**src/rtl/flop_compare_pipe.sv**
```systemverilog
`default_nettype none
//============================================================================
//  Module      : flop_compare_pipe
//  Description : Two-stage pipelined comparator for a small sign-magnitude
//                floating-point format.
//                  [W-1]          sign
//                  [W-2:MAN_W]    exponent (EXP_W bits)
//                  [MAN_W-1:0]    mantissa (MAN_W bits)
//                The {exp,man} magnitude is compared as one unsigned number.
//                +0 and -0 compare equal. The outputs are gt/eq/lt flags and
//                the larger operand. Valid/ready handshake on both sides,
//                with one pair per cycle throughput.
//                Optional running maximum of consumed results.
//  Ports       : clk           clock, rising edge
//                reset         synchronous active-high reset
//                in_valid      operand pair present
//                in_ready      pipeline accepts the pair this cycle
//                first/second  operands A/B (W bits)
//                out_valid     result present
//                out_ready     downstream consumes the result this cycle
//                gt/eq/lt      A>B, A==B, A<B (one-hot while out_valid)
//                max_out       larger operand (A when equal)
//                max_clear     synchronous clear of the running maximum
//                run_max       running maximum of consumed max_out values
//                run_max_valid run_max holds at least one value
//  Config      : FLOP_CMP_RUNMAX_EN - builds the running-maximum tracker.
//                Without it, run_max/run_max_valid are tied to 0 and
//                max_clear is ignored.
//  Revision    : 1.0 - initial release
//============================================================================
module flop_compare_pipe #(
    parameter  int EXP_W = 4,
    parameter  int MAN_W = 8,
    localparam int W     = 1 + EXP_W + MAN_W
) (
    input  logic         clk,
    input  logic         reset,
    input  logic         in_valid,
    output logic         in_ready,
    input  logic [W-1:0] first,
    input  logic [W-1:0] second,
    output logic         out_valid,
    input  logic         out_ready,
    output logic         gt,
    output logic         eq,
    output logic         lt,
    output logic [W-1:0] max_out,
    input  logic         max_clear,
    output logic [W-1:0] run_max,
    output logic         run_max_valid
);

    localparam int c_MAG_W = EXP_W + MAN_W;

    // ------------------------------------------------------------------
    // Flow control
    // ------------------------------------------------------------------
    logic r_s1_valid;
    logic r_s2_valid;
    logic w_s2_adv;
    logic w_s1_adv;

    // Stage 2 moves whenever it is empty or being drained; stage 1 can
    // only move when stage 2 makes room for it.
    assign w_s2_adv = ~r_s2_valid | out_ready;
    assign w_s1_adv = w_s2_adv;
    assign in_ready = ~r_s1_valid | w_s1_adv;

    // ------------------------------------------------------------------
    // Stage 1: magnitude compare on the raw operands
    // ------------------------------------------------------------------
    logic [c_MAG_W-1:0] w_mag_a;
    logic [c_MAG_W-1:0] w_mag_b;

    assign w_mag_a = first[c_MAG_W-1:0];
    assign w_mag_b = second[c_MAG_W-1:0];

    logic         r_s1_sign_a;
    logic         r_s1_sign_b;
    logic         r_s1_zero;
    logic         r_s1_mag_gt;
    logic         r_s1_mag_eq;
    logic [W-1:0] r_s1_a;
    logic [W-1:0] r_s1_b;

    always_ff @(posedge clk) begin
        if (reset) begin
            r_s1_valid <= 1'b0;
        end else if (w_s1_adv) begin
            r_s1_valid <= in_valid;
        end
    end

    // Payload registers need no reset: they are qualified by r_s1_valid.
    always_ff @(posedge clk) begin
        if (w_s1_adv && in_valid) begin
            r_s1_sign_a <= first[W-1];
            r_s1_sign_b <= second[W-1];
            r_s1_zero   <= (w_mag_a == '0) && (w_mag_b == '0);
            r_s1_mag_gt <= (w_mag_a > w_mag_b);
            r_s1_mag_eq <= (w_mag_a == w_mag_b);
            r_s1_a      <= first;
            r_s1_b      <= second;
        end
    end

    // ------------------------------------------------------------------
    // Stage 2: resolve signs into the final ordering
    // ------------------------------------------------------------------
    logic w_gt;
    logic w_eq;
    logic w_lt;

    always_comb begin
        w_gt = 1'b0;
        w_eq = 1'b0;
        if (r_s1_zero) begin
            // +0 and -0 are the same value
            w_eq = 1'b1;
        end else if (r_s1_sign_a != r_s1_sign_b) begin
            w_gt = ~r_s1_sign_a;
        end else if (r_s1_mag_eq) begin
            w_eq = 1'b1;
        end else begin
            // For two negatives the magnitude ordering is reversed.
            w_gt = r_s1_mag_gt ^ r_s1_sign_a;
        end
    end

    assign w_lt = ~w_gt & ~w_eq;

    logic         r_gt;
    logic         r_eq;
    logic         r_lt;
    logic [W-1:0] r_max_out;

    always_ff @(posedge clk) begin
        if (reset) begin
            r_s2_valid <= 1'b0;
            r_gt       <= 1'b0;
            r_eq       <= 1'b0;
            r_lt       <= 1'b0;
            r_max_out  <= '0;
        end else if (w_s2_adv) begin
            r_s2_valid <= r_s1_valid;
            // Flags drop on a bubble so they are never stale while idle.
            r_gt       <= r_s1_valid & w_gt;
            r_eq       <= r_s1_valid & w_eq;
            r_lt       <= r_s1_valid & w_lt;
            if (r_s1_valid) begin
                r_max_out <= (w_gt | w_eq) ? r_s1_a : r_s1_b;
            end
        end
    end

    assign out_valid = r_s2_valid;
    assign gt        = r_gt;
    assign eq        = r_eq;
    assign lt        = r_lt;
    assign max_out   = r_max_out;

    // ------------------------------------------------------------------
    // Running maximum
    // ------------------------------------------------------------------
`ifdef FLOP_CMP_RUNMAX_EN

    // Full single-cycle ordering of two values: returns a > b.
    function automatic logic f_greater(input logic [W-1:0] a,
                                       input logic [W-1:0] b);
        logic [c_MAG_W-1:0] ma;
        logic [c_MAG_W-1:0] mb;
        logic               res;
        ma  = a[c_MAG_W-1:0];
        mb  = b[c_MAG_W-1:0];
        res = 1'b0;
        if ((ma == '0) && (mb == '0)) begin
            res = 1'b0;
        end else if (a[W-1] != b[W-1]) begin
            res = ~a[W-1];
        end else if (ma == mb) begin
            res = 1'b0;
        end else begin
            res = (ma > mb) ^ a[W-1];
        end
        return res;
    endfunction

    logic         w_consume;
    logic [W-1:0] r_run_max;
    logic         r_run_max_valid;

    assign w_consume = r_s2_valid & out_ready;

    always_ff @(posedge clk) begin
        if (reset || max_clear) begin
            // Clear wins over a same-cycle update.
            r_run_max       <= '0;
            r_run_max_valid <= 1'b0;
        end else if (w_consume) begin
            if (!r_run_max_valid || f_greater(r_max_out, r_run_max)) begin
                r_run_max <= r_max_out;
            end
            r_run_max_valid <= 1'b1;
        end
    end

    assign run_max       = r_run_max;
    assign run_max_valid = r_run_max_valid;

`else

    logic w_unused_max_clear;

    assign w_unused_max_clear = max_clear;
    assign run_max            = '0;
    assign run_max_valid      = 1'b0;

`endif

endmodule
`default_nettype wire

```
**config.mk**
```make
export PLATFORM = sky130hd
export DESIGN_NAME = flop_compare_pipe
export DESIGN_NICKNAME = d
export VERILOG_FILES = /design/src/rtl/flop_compare_pipe.sv
export SDC_FILE = /design/constraint.sdc
export NUM_CORES = 1
export LEC_CHECK = 0
export ABC_AREA = 1
export CORE_MARGIN = 2
export CORE_UTILIZATION = 49
export CTS_CLUSTER_DIAMETER = 80
export DETAILED_ROUTE_END_ITERATION = 8
export HOLD_SLACK_MARGIN = 0.05
export PLACE_DENSITY = 0.86
export SETUP_SLACK_MARGIN = 0.5
export SKIP_CTS_REPAIR_TIMING = 1
export SYNTH_ARGS = -nofsm -noshare
export SYNTH_HDL_FRONTEND = slang
export SYNTH_SLANG_ARGS = --single-unit
```
**constraint.sdc**
```tcl
create_clock -name clk -period 2.1 [get_ports clk]
set_input_delay 0.21 -clock clk [delete_from_list [all_inputs] [get_ports clk]]
set_output_delay 0.21 -clock clk [all_outputs]
set_load 0.005 [all_outputs]
```
==> results.yml, run 1 <==
status:
  run_status: "finished clean"
detailed_routing:
  wl_per_cell_um: 11.5
  drc: 0
  drt_iter0_drc: 98
  drtAntennaViolNets: 0
  routed_wl_um: 4200
  viasPerCell: 4.65
  dr.pass1.iters: 4
  num_vias: 1694
clock_tree:
  cts_tree: "built"
  cts.sinks: 47
  clk_path_buf_depth: 2
  clkLatencyLatePin_ns: 0.30
  cts-buffers-inserted: 5
  cts_root_buf: "clkbuf_8"
  clkTransAtPathRegs_ns: 0.08
  cts.htree.levels: 2
cells_and_area:
  syn_to_final_growth_pct: 24.4
  diodes: 0
  n_fill_cell: 374
  num-nets-final: 339
  finalNonFillerCells: 364
  drive_above_1_share_pct: 14.8
global_route:
  grt_pass1_wl_um: 6380
  grt_max_degree: 30
  grt_use_total_pct: 15.6
  grt_pass1_vias: 1405
  grt_overflow_total: 0
  antenna_found_initial: 0
sta:
  hold_viol: 0
  fmax_mhz: 671
  worst_pin_slew_ns: 0.610
  setup_violations: 0
  drv_slew: 0
  min_period_over_period_pct: 70.9
  fin_hold_ws_ns: 0.160
  rsz0062_at_grt: "true"
  fin_crit_ns: 1.49
  final.setup.tns_ns: 0
  fin_skew_ns: 0.00318
  maxSlewHeadroom_pct: 59.2
worst_hold_path:
  hp-start: "second[5]"
  hold_end: "r_s1_b[5]$_DFFE_PP_"
  min_path_cells: 1
  min_path_type: "in2reg"
floorplan:
  io_pins: 63
  rows: 25
  core_um2: 4720
  die_x_um: 74.1
  initial_core_util_pct: 51.0
  dieArea_um2: 5500
  die_h_um: 74.1
synthesis:
  ys_warn_count: 0
  synth_cell_types: 25
  synth_area_leaders: "edfxtp_1 (36%), dfxtp_1 (15%), ha_1 (6.2%), inv_1 (4.8%), nor2_1 (4.8%)"
  yosysTopAreaCellShare_pct: 36.1
  synth-seq-cells: 47
  syn_avg_cell_area_um2: 9.72
  yosysSeqAreaShare_pct: 51.1
  syn_inst: 248
  netlist_area_um2: 2410
  synth_top_cell_by_area: "edfxtp_1"
power_and_ir_drop:
  leakage_nw: 1.33
  power_density_nw_per_um2: 722
  p_total_w: 0.00217
  irDropWorstVdd_uv: 400
job:
  maxCapViolCount: 0
worst_setup_path:
  worstPathMaxFanout: 3
  cp.arrival_ns: 1.55
  end_kind: "flop"
  r2r_cells: 9
  r2r_start: "r_s1_sign_a$_DFFE_PP_"
  crit_type: "in2reg"
  r2r_end: "max_out[0]$_SDFFE_PP0P_"
  crit_required_ns: 2.16
  startpoint_type: "input port"
  rrSetupSlack_ns: 0.67
placed_design:
  dp_hpwl_um: 3210
  dp_cells: 355
  portBuffers: 47
  gp_congestion: 0.811
[through the flow]
step | setup slack (ns) | instance area, um2 | util, %
after global placement | 0.218 | 2840 | 60.1
after CTS | 0.511 | 2970 | 62.9
after detailed placement | 0.210 | 2840 | 60.1
final | 0.610 | 3000 | 63.5
after floorplan | 0.588 | 2460 | -
after global routing | 0.489 | 3000 | 63.5
[registers in the layout (all words and copies together) (netlist names)]
| signal | cells |
|---|---|
| max_out | 13 |
| r_s1_a | 12 |
| r_s1_b | 12 |
| eq | 1 |
| gt | 1 |
| lt | 1 |
| out_valid | 1 |
| r_s1_mag_eq | 1 |
| r_s1_mag_gt | 1 |
| r_s1_sign_a | 1 |
| r_s1_sign_b | 1 |
| r_s1_valid | 1 |
| r_s1_zero | 1 |
[Yosys cell counts (all sizes together)]
| cell | number |
|---|---|
| a21oi | 12 |
| buf | 20 |
| clkbuf | 1 |
| conb | 1 |
| dfxtp | 18 |
| edfxtp | 29 |
| ha | 12 |
| inv | 35 |
| nand2 | 46 |
| nand3 | 31 |
| nand4 | 1 |
| nor2 | 32 |
| nor4 | 6 |
| o21a | 2 |
| o21ai | 2 |
[layer usage]
metal / vias up / global-route usage, % / part of all wire [%]
li1: 878 / - / -
met1: 752 / 20.0 / 44
met2: 56 / 24.8 / 49
met3: 8 / 4.47 / 5.5
met4: 0 / 6.67 / 1.8
met5: - / 0 / 0
[placed cells by master (no fill, tap or decap)]
| cell type | netlist | layout |
|---|---|---|
| o21a_1 | 2 | 2 |
| nand3_1 | 19 | 19 |
| inv_1 | 31 | 31 |
| nor2_1 | 31 | 29 |
| nand2_4 | 4 | 4 |
| ha_1 | 12 | 12 |
| nand2_2 | 12 | 12 |
| buf_4 | 14 | 2 |
| o21ai_0 | 2 | 2 |
| nand3_2 | 11 | 11 |
| nand2_1 | 30 | 30 |
| dfxtp_1 | 18 | 18 |
| clkdlybuf4s50_1 | 0 | 41 |
| clkbuf_1 | 1 | 1 |
| nor2_4 | 1 | 1 |
| a21oi_1 | 12 | 12 |
| conb_1 | 1 | 14 |
| dlymetal6s2s_1 | 0 | 6 |
| nor4_1 | 6 | 6 |
| nand4_1 | 1 | 1 |
| inv_2 | 4 | 4 |
| nor2_2 | 0 | 2 |
| nand3_4 | 1 | 1 |
| bufinv_16 | 0 | 2 |
| clkbuf_8 | 0 | 5 |
| edfxtp_1 | 29 | 29 |
[worst max path at each step]
| stage | end | startpoint | cells past startpoint | slack, ns |
|---|---|---|---|---|
| CTS | in_ready | out_valid$_SDFFE_PP0N_ | 4 | 0.51 |
| detailed placement | r_s1_mag_gt$_DFFE_PP_ | second[11] | 8 | 0.21 |
| global placement | r_s1_mag_gt$_DFFE_PP_ | second[11] | 8 | 0.22 |
| global route | r_s1_mag_gt$_DFFE_PP_ | second[7] | 9 | 0.49 |
| floorplan | r_s1_a[0]$_DFFE_PP_ | out_valid$_SDFFE_PP0N_ | 5 | 0.59 |
| finish | r_s1_mag_gt$_DFFE_PP_ | second[1] | 9 | 0.61 |
[critical path: stages]
cell and delay (ns):
clkdlybuf4s50_1 0.51, inv_1 0.06, ha_1 0.29, inv_1 0.06
nor2_1 0.03, o21ai_0 0.16, a21oi_1 0.09, nor2_1 0.10
nor2_1 0.05
[cell families (layout without fill, tap and decap cells)]
family / after synthesis / in the layout / synth area share (%)
buffers and inverters: 56 / 92 / 13.0
AND/OR/NAND/NOR: 116 / 116 / 26.0
flip-flops: 47 / 47 / 51.1
other: 1 / 14 / 0.156
adder cells (fa/ha/maj): 12 / 12 / 6.23
AO/OA/AOI/OAI: 16 / 16 / 3.53
[final cells by class]
class	count	area (um2)	area share [%]
sequential	47	1230	41.1
clock buffer	6	72.6	2.42
timing repair buffer	49	500	16.7
multi-input combinational	158	920	30.7
inverter	35	131	4.38
clock inverter	2	60.1	2.00
tap	67	83.8	2.80
[power by group]
| group | internal (W) | switching (W) |
|---|---|---|
| combinational | 0.000156 | 0.000178 |
| clock | 0.000475 | 0.000290 |
| sequential | 0.00104 | 0.0000246 |
| total | 0.00167 | 0.000493 |
Note: power is estimated with default switching activity, not from simulation.
==> inputs of run 2 (changes only) <==
--- a/config.mk
+++ b/config.mk
@@ -7,11 +7,11 @@
 export LEC_CHECK = 0
 export ABC_AREA = 1
 export CORE_MARGIN = 2
-export CORE_UTILIZATION = 49
+export CORE_UTILIZATION = 44
 export CTS_CLUSTER_DIAMETER = 80
 export DETAILED_ROUTE_END_ITERATION = 8
 export HOLD_SLACK_MARGIN = 0.05
-export PLACE_DENSITY = 0.86
+export PLACE_DENSITY = 0.82
 export SETUP_SLACK_MARGIN = 0.5
 export SKIP_CTS_REPAIR_TIMING = 1
 export SYNTH_ARGS = -nofsm -noshare
==> constraint.sdc (replaced) <==
create_clock -name clk -period 1.24 [get_ports clk]
set_input_delay 0.124 -clock clk [delete_from_list [all_inputs] [get_ports clk]]
set_output_delay 0.124 -clock clk [all_outputs]
set_load 0.005 [all_outputs]
==> run 2 against run 1 <==
The run now ends with negative setup slack left. Global-route usage grew 1.3 points. Critical endpoint is now max_out[3]$_SDFFE_PP0P_. Sequential share of layout area decreased by 7.5 points. Sequential power rose by 70%. Critical path depth unchanged. Critical path type is now reg2reg.
==> results.yml, run 2 (same netlist as run 1, synthesis figures left out) <==
placed_design:
  portBuffers: 47
  place_worst_setup_slack_ns: -0.580
  dp_cells: 390
  dp_hpwl_um: 3800
  gp_congestion: 0.762
  place_area_um2: 3270
worst_hold_path:
  min_path_type: "in2reg"
  min_path_cells: 1
global_route:
  grt_pass1_wl_um: 8070
  antenna_found_initial: 0
  grt_overflow_total: 0
  grt_pass1_vias: 1796
  grt_max_degree: 30
  grt_use_total_pct: 16.9
clock_tree:
  clkTransAtPathRegs_ns: 0.10
  clk_path_buf_depth: 2
  cts_root_buf: "clkbuf_8"
  cts.htree.levels: 2
  cts-buffers-inserted: 5
  cts_tree: "built"
  clkLatencyLatePin_ns: 0.32
  cts.sinks: 47
cells_and_area:
  final_common_cell: "buf_4"
  syn_to_final_growth_pct: 54.1
  seq_area_um2: 1250
  n_fill_cell: 345
  diodes: 0
  stdcell_area_um2: 3720
  largest_reg_flops: 13
  multi_input_area_um2: 1220
  drive_above_1_share_pct: 53.6
  final_cell_mix: "buf_4 (34), edfxtp_1 (29), nor2_1 (27), clkbuf_2 (22), nand2_1 (20)"
  finalNonFillerCells: 415
  num-nets-final: 387
sta:
  fin_crit_ns: 1.44
  setup_violations: 47
  rsz0062_at_grt: "true"
  drv_slew: 0
  fin_ws_ns: -0.200
  min_period_over_period_pct: 116
  fin_skew_ns: 0.0155
  fmax_mhz: 694
  hold_viol: 0
  fin_hold_ws_ns: 0.0464
detailed_routing:
  drtAntennaViolNets: 0
  drt_iter0_drc: 106
  dr.pass1.iters: 4
  viasPerCell: 4.96
  routed_wl_um: 6600
  drc: 0
  num_vias: 2057
  wl_per_cell_um: 15.9
worst_setup_path:
  path_delay_family: "simple AND/OR/NAND/NOR gates"
  startpoint_type: "flop"
  critPathSlowestCell: "edfxtp_1"
  cp.arrival_ns: 1.65
  worstPathMaxFanout: 5
  crit_type: "reg2reg"
  path_buf_inv: 2
  cp_slowest_stage_delay_ns: 0.47
  end_kind: "flop"
  crit_required_ns: 1.45
  r2r_cells: 9
  crit_top_cell: "nand2_4"
  cp.depth: 9
  path_cells: "nand2_2, nand2_4, nand2_4, nand2_8, buf_6, nand3_1, nand3_2, nand2_1, inv_1"
power_and_ir_drop:
  p_comb_share_pct: 23.2
  power.switching_w: 0.00107
  sequentialPowerShare_pct: 47.0
  clkPwrFrac_pct: 29.9
  p_total_w: 0.00388
  p_sw_share_pct: 27.6
  p_int_w: 0.00281
  power_density_nw_per_um2: 1050
  irDropWorstVdd_uv: 802
  leakage_nw: 1.67
floorplan:
  initial_core_util_pct: 46.3
  dieArea_um2: 6090
  io_pins: 63
  rows: 26
  die_x_um: 78.0
  core_um2: 5200
  die_h_um: 78.0
status:
  violations: "negative setup slack"
  run_status: "finished, violations left"
job:
  maxCapViolCount: 0
==> run 2: power groups by stage <==
stage / combinational, W / clock [W] / sequential (W)
finish: 0.000901 / 0.00116 / 0.00182
global route: 0.000972 / 0.00123 / 0.00183
CTS: 0.000738 / 0.00114 / 0.00181
detailed placement: 0.000732 / 0 / 0.00185
global placement: 0.000710 / 0 / 0.00184
floorplan: 0.000421 / 0 / 0.00184
==> run 2: path summary, 6_finish.rpt <==
kind                          from                       to  slack (ns)
max          r_s1_sign_b$_DFFE_PP_  max_out[3]$_SDFFE_PP0P_       -0.20
min                      second[4]      r_s1_b[4]$_DFFE_PP_        0.05
max reg2reg  r_s1_sign_b$_DFFE_PP_  max_out[3]$_SDFFE_PP0P_       -0.20
min reg2reg        lt$_SDFFE_PP0N_          lt$_SDFFE_PP0N_        0.47
==> run 2: final cells by class <==
type                    count  area share [%]
clock buffers               5            1.85
clock inverters             3            1.18
inverters                  35            4.58
multi-input cells         160            32.8
flip-flops and latches     47            33.6
well taps                  70            2.36
repair buffers             95            23.7
==> run 2: routing by layer <==
metal	vias to the layer above	routed length [um]	global-route usage, %
li1	983	-	-
met1	958	2380	20.5
met2	97	3620	28.8
met3	19	408	3.33
met4	0	189	8.42
met5	-	0	0
==> run 2: worst reg2reg max path, stage by stage (launching register included) <==
cell	delay, ns
edfxtp_1	0.47
nand2_2	0.13
nand2_4	0.08
nand2_4	0.10
nand2_8	0.08
buf_6	0.14
nand3_1	0.10
nand3_2	0.10
nand2_1	0.08
inv_1	0.04
==> run 2: stage by stage <==
step | util, % | setup TNS, ns
floorplan | - | -4.94
global placement | 62.8 | -8.04
detailed placement | 62.8 | -8.67
CTS | 65.0 | -2.44
global route | 71.4 | -7.90
finish | 71.4 | -4.89
